**src/rtl/eth_tx_fcs_inserter.sv**
```systemverilog
// Ethernet TX FCS inserter: runs CRC-32 over a 64-bit frame stream (word step for
// full words, byte step for the tail word) and appends the 4 FCS bytes to the frame.
module eth_tx_fcs_inserter #(
    parameter logic [31:0] CRC_INIT   = 32'hFFFF_FFFF,
    parameter bit          APPEND_FCS = 1'b1
) (
    input  logic        clk,
    input  logic        rst,
    input  logic [63:0] s_data,
    input  logic [7:0]  s_keep,
    input  logic        s_valid,
    input  logic        s_last,
    output logic        s_ready,
    output logic [63:0] m_data,
    output logic [7:0]  m_keep,
    output logic        m_valid,
    output logic        m_last,
    input  logic        m_ready,
    output logic [31:0] fcs,
    output logic        fcs_valid
);
    localparam logic [31:0] POLY = 32'h04C1_1DB7;

    typedef enum logic [1:0] {PASS = 2'd0, TAIL = 2'd1, FCSW = 2'd2, SPILL = 2'd3} state_t;

    // MSB-first CRC step; byte bit 0 enters the register first
    function automatic logic [31:0] crc_byte(input logic [31:0] c, input logic [7:0] b);
        logic [31:0] r;
        r = c;
        for (int i = 0; i < 8; i++) begin
            if (r[31] ^ b[i]) r = {r[30:0], 1'b0} ^ POLY;
            else              r = {r[30:0], 1'b0};
        end
        return r;
    endfunction

    function automatic logic [31:0] crc_word(input logic [31:0] c, input logic [63:0] w);
        logic [31:0] r;
        r = c;
        for (int j = 0; j < 8; j++) r = crc_byte(r, w[8*j +: 8]);
        return r;
    endfunction

    function automatic logic [31:0] bitrev32(input logic [31:0] v);
        logic [31:0] r;
        for (int i = 0; i < 32; i++) r[i] = v[31-i];
        return r;
    endfunction

    function automatic logic [3:0] popcount8(input logic [7:0] v);
        logic [3:0] n;
        n = 4'd0;
        for (int i = 0; i < 8; i++) n = n + {3'd0, v[i]};
        return n;
    endfunction

    function automatic logic [63:0] byte_mask(input logic [7:0] k);
        logic [63:0] m;
        for (int i = 0; i < 8; i++) m[8*i +: 8] = {8{k[i]}};
        return m;
    endfunction

    state_t      state_r, state_next_s;
    logic [31:0] crc_r;
    logic [63:0] hold_r;
    logic [3:0]  k_r;
    logic [7:0]  keep_r;
    logic [2:0]  idx_r;
    logic [31:0] spill_r;

    logic        out_free_s, s_ready_s, accept_s, load_fin_s, byte_step_s, tail_done_s;
    logic [3:0]  in_k_s, fin_k_s;
    logic [31:0] crc_word_s, crc_after_s, fin_crc_s, fcs_s;
    logic [63:0] fin_data_s, fin_word_s;
    logic [7:0]  fin_keep_s, fin_keep_out_s, spill_keep_s;
    logic        fin_last_s;
    logic [95:0] combined_s;

    assign out_free_s  = !m_valid || m_ready;
    assign accept_s    = s_valid && s_ready_s;
    assign in_k_s      = popcount8(s_keep);
    assign crc_word_s  = crc_word(crc_r, s_data);
    assign byte_step_s = {1'b0, idx_r} < k_r;
    assign tail_done_s = ({1'b0, idx_r} + 4'd1) >= k_r;
    assign crc_after_s = byte_step_s ? crc_byte(crc_r, hold_r[{idx_r, 3'b000} +: 8]) : crc_r;
    assign s_ready     = s_ready_s;

    // FCS lands right after the last payload byte; whatever passes lane 7 spills over
    assign fcs_s          = ~bitrev32(fin_crc_s);
    assign combined_s     = {32'd0, fin_data_s & byte_mask(fin_keep_s)}
                          | ({64'd0, fcs_s} << {fin_k_s, 3'b000});
    assign fin_word_s     = APPEND_FCS ? combined_s[63:0] : fin_data_s;
    assign fin_keep_out_s = !APPEND_FCS ? fin_keep_s
                          : (fin_k_s >= 4'd4) ? 8'hFF : (8'hFF >> (4'd4 - fin_k_s));
    assign fin_last_s     = APPEND_FCS ? (fin_k_s <= 4'd4) : 1'b1;
    assign spill_keep_s   = 8'hFF >> (4'd12 - k_r);

    // State register
    always_ff @(posedge clk) begin
        if (rst) state_r <= PASS;
        else     state_r <= state_next_s;
    end

    // Next-state logic
    always_comb begin
        state_next_s = state_r;
        case (state_r)
            PASS: begin
                if (accept_s && s_last) begin
                    if (in_k_s == 4'd0 || in_k_s == 4'd8) state_next_s = FCSW;
                    else                                  state_next_s = TAIL;
                end else begin
                    state_next_s = PASS;
                end
            end
            TAIL: begin
                if (load_fin_s) state_next_s = FCSW;
                else            state_next_s = TAIL;
            end
            FCSW: begin
                if (m_valid && m_ready) state_next_s = (APPEND_FCS && k_r > 4'd4) ? SPILL : PASS;
                else                    state_next_s = FCSW;
            end
            SPILL: begin
                if (m_valid && m_ready) state_next_s = PASS;
                else                    state_next_s = SPILL;
            end
            default: state_next_s = PASS;
        endcase
    end

    // Handshake and final-word source selection
    always_comb begin
        s_ready_s  = 1'b0;
        load_fin_s = 1'b0;
        fin_data_s = hold_r;
        fin_k_s    = k_r;
        fin_keep_s = keep_r;
        fin_crc_s  = crc_after_s;
        case (state_r)
            PASS: begin
                s_ready_s  = out_free_s && !rst;
                fin_data_s = s_data;
                fin_k_s    = in_k_s;
                fin_keep_s = s_keep;
                fin_crc_s  = (in_k_s == 4'd8) ? crc_word_s : crc_r;
                if (accept_s && s_last && (in_k_s == 4'd0 || in_k_s == 4'd8)) load_fin_s = 1'b1;
                else                                                           load_fin_s = 1'b0;
            end
            TAIL: begin
                if (tail_done_s && out_free_s) load_fin_s = 1'b1;
                else                           load_fin_s = 1'b0;
            end
            default: begin
                s_ready_s  = 1'b0;
                load_fin_s = 1'b0;
            end
        endcase
    end

    // Datapath: CRC register, tail holding word and registered outputs
    always_ff @(posedge clk) begin
        if (rst) begin
            crc_r     <= CRC_INIT;
            hold_r    <= 64'd0;
            k_r       <= 4'd0;
            keep_r    <= 8'd0;
            idx_r     <= 3'd0;
            spill_r   <= 32'd0;
            m_data    <= 64'd0;
            m_keep    <= 8'd0;
            m_valid   <= 1'b0;
            m_last    <= 1'b0;
            fcs       <= 32'd0;
            fcs_valid <= 1'b0;
        end else begin
            fcs_valid <= 1'b0;
            if (m_valid && m_ready) m_valid <= 1'b0;
            case (state_r)
                PASS: begin
                    if (accept_s && !s_last) begin
                        crc_r   <= crc_word_s;
                        m_data  <= s_data;
                        m_keep  <= s_keep;
                        m_last  <= 1'b0;
                        m_valid <= 1'b1;
                    end else if (accept_s && !load_fin_s) begin
                        hold_r <= s_data;
                        k_r    <= in_k_s;
                        keep_r <= s_keep;
                        idx_r  <= 3'd0;
                    end
                end
                TAIL: begin
                    if (byte_step_s) begin
                        crc_r <= crc_after_s;
                        idx_r <= idx_r + 3'd1;
                    end
                end
                FCSW: begin
                    if (m_valid && m_ready) begin
                        if (APPEND_FCS && k_r > 4'd4) begin
                            m_data  <= {32'd0, spill_r};
                            m_keep  <= spill_keep_s;
                            m_last  <= 1'b1;
                            m_valid <= 1'b1;
                        end else begin
                            crc_r <= CRC_INIT;
                        end
                    end
                end
                SPILL: begin
                    if (m_valid && m_ready) crc_r <= CRC_INIT;
                end
                default: crc_r <= CRC_INIT;
            endcase
            if (load_fin_s) begin
                crc_r     <= fin_crc_s;
                k_r       <= fin_k_s;
                keep_r    <= fin_keep_s;
                spill_r   <= combined_s[95:64];
                m_data    <= fin_word_s;
                m_keep    <= fin_keep_out_s;
                m_last    <= fin_last_s;
                m_valid   <= 1'b1;
                fcs       <= fcs_s;
                fcs_valid <= 1'b1;
            end
        end
    end
endmodule

```
**config.mk**
```make
export PLATFORM = sky130hd
export DESIGN_NAME = eth_tx_fcs_inserter
export DESIGN_NICKNAME = d
export VERILOG_FILES = /design/src/rtl/eth_tx_fcs_inserter.sv
export SDC_FILE = /design/constraint.sdc
export NUM_CORES = 1
export LEC_CHECK = 0
export ABC_AREA = 1
export BUFFER_PORTS_ARGS = -buffer_cell sky130_fd_sc_hd__buf_2
export CELL_PAD_IN_SITES_DETAIL_PLACEMENT = 1
export CELL_PAD_IN_SITES_GLOBAL_PLACEMENT = 1
export CORE_AREA = 4 4 256 258
export CTS_BUF_LIST = sky130_fd_sc_hd__clkbuf_4 sky130_fd_sc_hd__clkbuf_8
export DETAILED_ROUTE_END_ITERATION = 10
export DIE_AREA = 0 0 260 262
export GPL_TIMING_DRIVEN = 0
export HOLD_SLACK_MARGIN = 0.03
export PLACE_DENSITY = 0.95
export SETUP_SLACK_MARGIN = 0.15
export SLEW_MARGIN = 15
export SYNTH_ARGS = -nofsm -noshare
export SYNTH_HDL_FRONTEND = slang
export SYNTH_SLANG_ARGS = --single-unit
```
**constraint.sdc**
```tcl
create_clock -name clk -period 6.22 [get_ports clk]
set_input_delay 0.622 -clock clk [delete_from_list [all_inputs] [get_ports clk]]
set_output_delay 0.622 -clock clk [all_outputs]
set_load 0.02 [all_outputs]
```
==> results of run 1 <==
per-layer routing:
metal	overflow	global-route usage (%)
met5	29	61.89
met4	1273	109.7
met3	186	78.84
met2	5398	136.6
met1	238	87.15
timing repair:
item                                    4_1_cts
pin swaps                                   174
setup buffers                               170
gates resized for setup                     554
gates cloned                                  8
endpoints found under the setup margin      160
through the flow:
step / worst slack, ns / instance area [sq um] / util (%) / setup TNS (ns) / std cells
after CTS: 0.002577 / 34420 / 54.66 / 0 / 6051
after global placement: -1.539 / 29520 / 46.88 / -160.98 / 5790
after floorplan: 1.050 / 27540 / - / 0 / 4760
after detailed placement: -1.707 / 29540 / 46.91 / -199.50 / 5791
cell families after synthesis:
logic type      synth area share [%]
simple gates                   46.88
flops                          18.32
xor+xnor                       7.178
fa+ha+maj                      1.154
compound gates                 17.19
buf+inv                        9.277
==> results by group, run 1 <==
Synthesis
  – Dominant cell type by area after synthesis: nand2_1
  – Syn nets: 4860
  – Largest cells by area after synthesis: nand2_1 (23%), dfxtp_1 (18%), nand3_1 (11%)
  – Yosys reg bits: 252
  – Mapped cell area: 0.02754 sq mm
  – Syn Inst Count: 4760
  – Ys async rst share: 0%
  – Count leader, synth: nand2_1
  – Avg Inst Size Synth: 5.786 sq um
  – Distinct cells, synth: just under 60
  – Top cell type's share of synthesized area: 22.72%
  – Post-synth EDFFs: 0
  – Top FF cell, synth: dfxtp_1
  – Yosys warning count: 0
  – Most instantiated cells after synthesis: nand2_1 (1667), nand3_1 (580), a21oi_1 (365)
  – Register area share after synthesis: 18.32%

Floorplanning
  – Num rows: 92
  – Initial Utilization: 43.74%
  – Chip Width: ~260 um
  – Die height: between 200 and 300 um
  – IO Pins: 185

Outcome
  – Last stage: global routing
  – Run status: did not finish
  – First Error: [ERROR GRT-0232] Routing congestion too high. Check the congestion heatmap in the GUI.

Placement
  – HPWL Detailed: 146700 um
  – Port Buffers: 184
  – Final GP Congestion: 1.140

Timing
  – Worst ep type: register input
  – GR repair worst EP: m_data[18]$_SDFFE_PP0P_/D

Clocking
  – H-tree Lvls: 2
  – CTS root buf: clkbuf_8
  – Hold Buf Count CTS: 0
  – CTS max path bufs: 3
  – Total clock sinks: between 200 and 300
  – CTS Buf Count: 46

GRT
  – GRT overflow: 7124
  – Largest net degree at the start of global routing: 14
  – GRT Util Overall: 101.5%
==> run 2, diff against run 1 <==
==> config.mk (replaced) <==
export PLATFORM = sky130hd
export DESIGN_NAME = eth_tx_fcs_inserter
export DESIGN_NICKNAME = d
export VERILOG_FILES = /design/src/rtl/eth_tx_fcs_inserter.sv
export SDC_FILE = /design/constraint.sdc
export NUM_CORES = 1
export LEC_CHECK = 0
export ABC_AREA = 1
export BUFFER_PORTS_ARGS = -buffer_cell sky130_fd_sc_hd__buf_2
export CORE_AREA = 4 4 268 270
export DETAILED_ROUTE_END_ITERATION = 10
export DIE_AREA = 0 0 272 274
export GPL_TIMING_DRIVEN = 0
export PLACE_DENSITY_LB_ADDON = 0.15
export SLEW_MARGIN = 15
export SYNTH_ARGS = -nofsm -noshare
export SYNTH_HDL_FRONTEND = slang
export SYNTH_SLANG_ARGS = --single-unit
==> results by group, run 2 <==
Setup path
  – CP Capture Type: flip-flop
  – Crit path from: crc_r[27]
  – Cell repeated most along the worst path: nand2_4
  – Slowest library cell on the worst path: dfxtp_4
  – Reg-to-reg startpoint: crc_r[27]
  – CP peak stage delay: around 0.52 ns
  – Worst EP required: 6.77 ns
  – Worst path arrival time: 6.97 ns
  – Worst-path fanout max: 8
  – R2r setup slk: -0.21 ns
  – CP Class: reg2reg
  – Startpoint Class: flip-flop

Drt
  – Met2 wire length: roughly 77000 um
  – Avg Vias per Cell: 6.120
  – WL met1: roughly 70000 um
  – DR DRC count: 0
  – Routed Antenna Nets: 0
  – WL final: between 150000 and 200000 um
  – Avg WL per Cell: 29.39 um
  – DR iter-0 viols: 5622
  – Met3 WL: 23060 um
  – DR top layer: met5
  – DR pass1 iterations: 6
  – Via count: 38716

Floorplanning
  – Initial Utilization: 39.60%
  – Num rows: 97
  – IO Pins: between 150 and 200
  – Core ar.: approximately 0.070 sq mm
  – Chip Width: between 200 and 300 um
  – DIE AREA: between 0.07 and 0.08 sq mm
  – Die height: 274 um

Placement
  – Port Buffers: 184
  – Final GP Congestion: 1.095
  – Area after DPL: 0.02966 sq mm
  – HPWL Detailed: 141800 um
  – Setup WS pre-CTS: -1.633 ns

Outcome
  – Run status: finished, violations left
  – Violated checks: max-capacitance violations, max-slew violations, negative setup slack

Cells and area
  – ANT cells: 0
  – Fin nets: 5462
  – Top flop regs: hold_r x64, m_data x64
  – Fillers: 6542
  – Commonest cells after routing, fill and taps aside: nand2_1 (1189), nand2_2 (396), nand3_1 (364)
  – Design Area, Final: 0.04070 sq mm
  – Layout Area Growth over Synthesis: 47.79%
  – Share of layout cells above drive strength 1: 36.95%
  – Leading cell type in the layout, fill and taps excluded: nand2_1

Synthesis
  – Distinct cells, synth: 59
  – Count leader, synth: nand2_1
  – Register area share after synthesis: 18.32%
  – Largest cells by area after synthesis: nand2_1 (23%), dfxtp_1 (18%), nand3_1 (11%)
  – Yosys reg bits: 252
  – Avg Inst Size Synth: 5.786 sq um
  – Mapped cell area: 0.02754 sq mm
  – Dominant cell type by area after synthesis: nand2_1
  – Most instantiated cells after synthesis: nand2_1 (1667), nand3_1 (580), a21oi_1 (365)
  – Post-synth EDFFs: 0
  – Top cell type's share of synthesized area: a little under a quarter
  – Yosys warning count: 0
  – Top FF cell, synth: dfxtp_1
  – Syn nets: 4860
  – Ys async rst share: 0%
  – Syn Inst Count: 4760

Clocking
  – Clock Latency Late Sink: 0.63 ns
  – CTS tree: yes
  – Total clock sinks: around 250
  – CTS max path bufs: 3
  – Reg clk slew, reported paths: 0.07 ns
  – CTS Buf Count: 30
  – H-tree Lvls: 1
  – CTS root buf: clkbuf_16

GRT
  – GRT Util Overall: 44.45%
  – GRT overflow: 0
  – Largest net degree at the start of global routing: 16
  – First-pass GRT wire length: 238100 um
  – Initial antenna violation count: 5
  – Vias in the first global route: 32518

Timing
  – Tmin final: roughly 6.4 ns
  – Worst setup margin: -0.2053 ns
  – Max Freq: 0.1556 GHz
  – Max_slew headroom: -2.753%
  – Max-slew violation count: 11
  – Finish-stage setup viols: 91
  – Least-Margin Pin Slew: 1.541 ns
  – Clock Skews: 0.02171 ns
  – RSZ-0062 raised after global routing: yes
  – Endpoints failing hold: 0
  – Fin crit share: 103.3%

Worst hold path
  – Worst hold-check path type: in2reg
  – Beginning of the worst hold path: s_keep[3]

Run
  – # Max-Cap Violations: 1
[run 2: cell counts after synthesis]
No cell type changed its count.
[run 2: logic make-up (layout without fill, tap and decap cells)]
family / after synthesis / after routing / share of synthesized area [%]
AOI/OAI and AO/OA: 849 / 849 / 17.19
adders and majority gates: 23 / 23 / 1.154
xor gates and xnor gates: 218 / 218 / 7.178
DFF: 252 / 252 / 18.32
buffers and inverters: 620 / 1240 / 9.277
and+or+nand+nor: 2798 / 2804 / 46.88
[run 2: metal layers]
layer | GRT usage [%] | up-vias
met4 | 23.68 | 2
met3 | 11.39 | 718
met1 | 58.83 | 18434
met5 | 0 | -
li1 | - | 16866
met2 | 66.30 | 2696
[run 2: what timing repair did]
| action | CTS | global route |
|---|---|---|
| resized for setup | 383 | 1146 |
| hold buffers | 0 | 0 |
| pin swaps | 111 | 446 |
| setup buffers | 138 | 235 |
| endpoints found under the setup margin | 160 | 154 |
| hold endpoints to repair | 0 | 0 |
| gates cloned | 5 | 7 |
[run 2: area by class of cell]
| class | instances | area (sq um) | area share, % |
|---|---|---|---|
| clock buffers | 40 | 848.3 | 2.084 |
| flip-flops and latches | 252 | 5110 | 12.55 |
| well taps | 940 | 1176 | 2.889 |
| plain buffers | 199 | 1011 | 2.484 |
| clock inverters | 16 | 241.5 | 0.5933 |
| inverters | 421 | 1844 | 4.531 |
| repair buffers | 564 | 4263 | 10.47 |
| multi-input cells | 3894 | 26210 | 64.39 |
[run 2: worst max-delay path, delay by kind of cell, from the launching register on]
kind	cells	cell delay [ns]
DFF	1	0.52
and+or+nand+nor	33	3.18
AOI/OAI and AO/OA	2	0.51
buffers and inverters	11	1.38
xor gates and xnor gates	3	0.70
[run 2: path summary, 6_finish.rpt]
path,end,cells past startpoint
worst max register to register,m_data[18],49
worst max-delay path,m_data[18],49
worst min register to register,fcs[4],2
worst min-delay path,keep_r[3],3
[run 2: metrics by stage]
| step | instances | hold WS (ns) | utilization [%] | setup TNS [ns] |
|---|---|---|---|---|
| 2_1_floorplan | 4760 | 0.4354 | - | 0 |
| 3_3_place_gp | 5884 | 0.4530 | 42.62 | -154.72 |
| 3_5_place_dp | 5885 | 0.4557 | 42.65 | -155.17 |
| 4_1_cts | 6084 | 0.3266 | 48.38 | 0 |
| 5_1_grt | 6326 | 0.3547 | 58.53 | -24.72 |
| 6_report | 6326 | 0.3316 | 58.53 | -8.141 |
Power of run 2 is left out: the tool's default activity adds up to more than one toggle a clock period on the data nets, which glitch-free logic cannot reach.
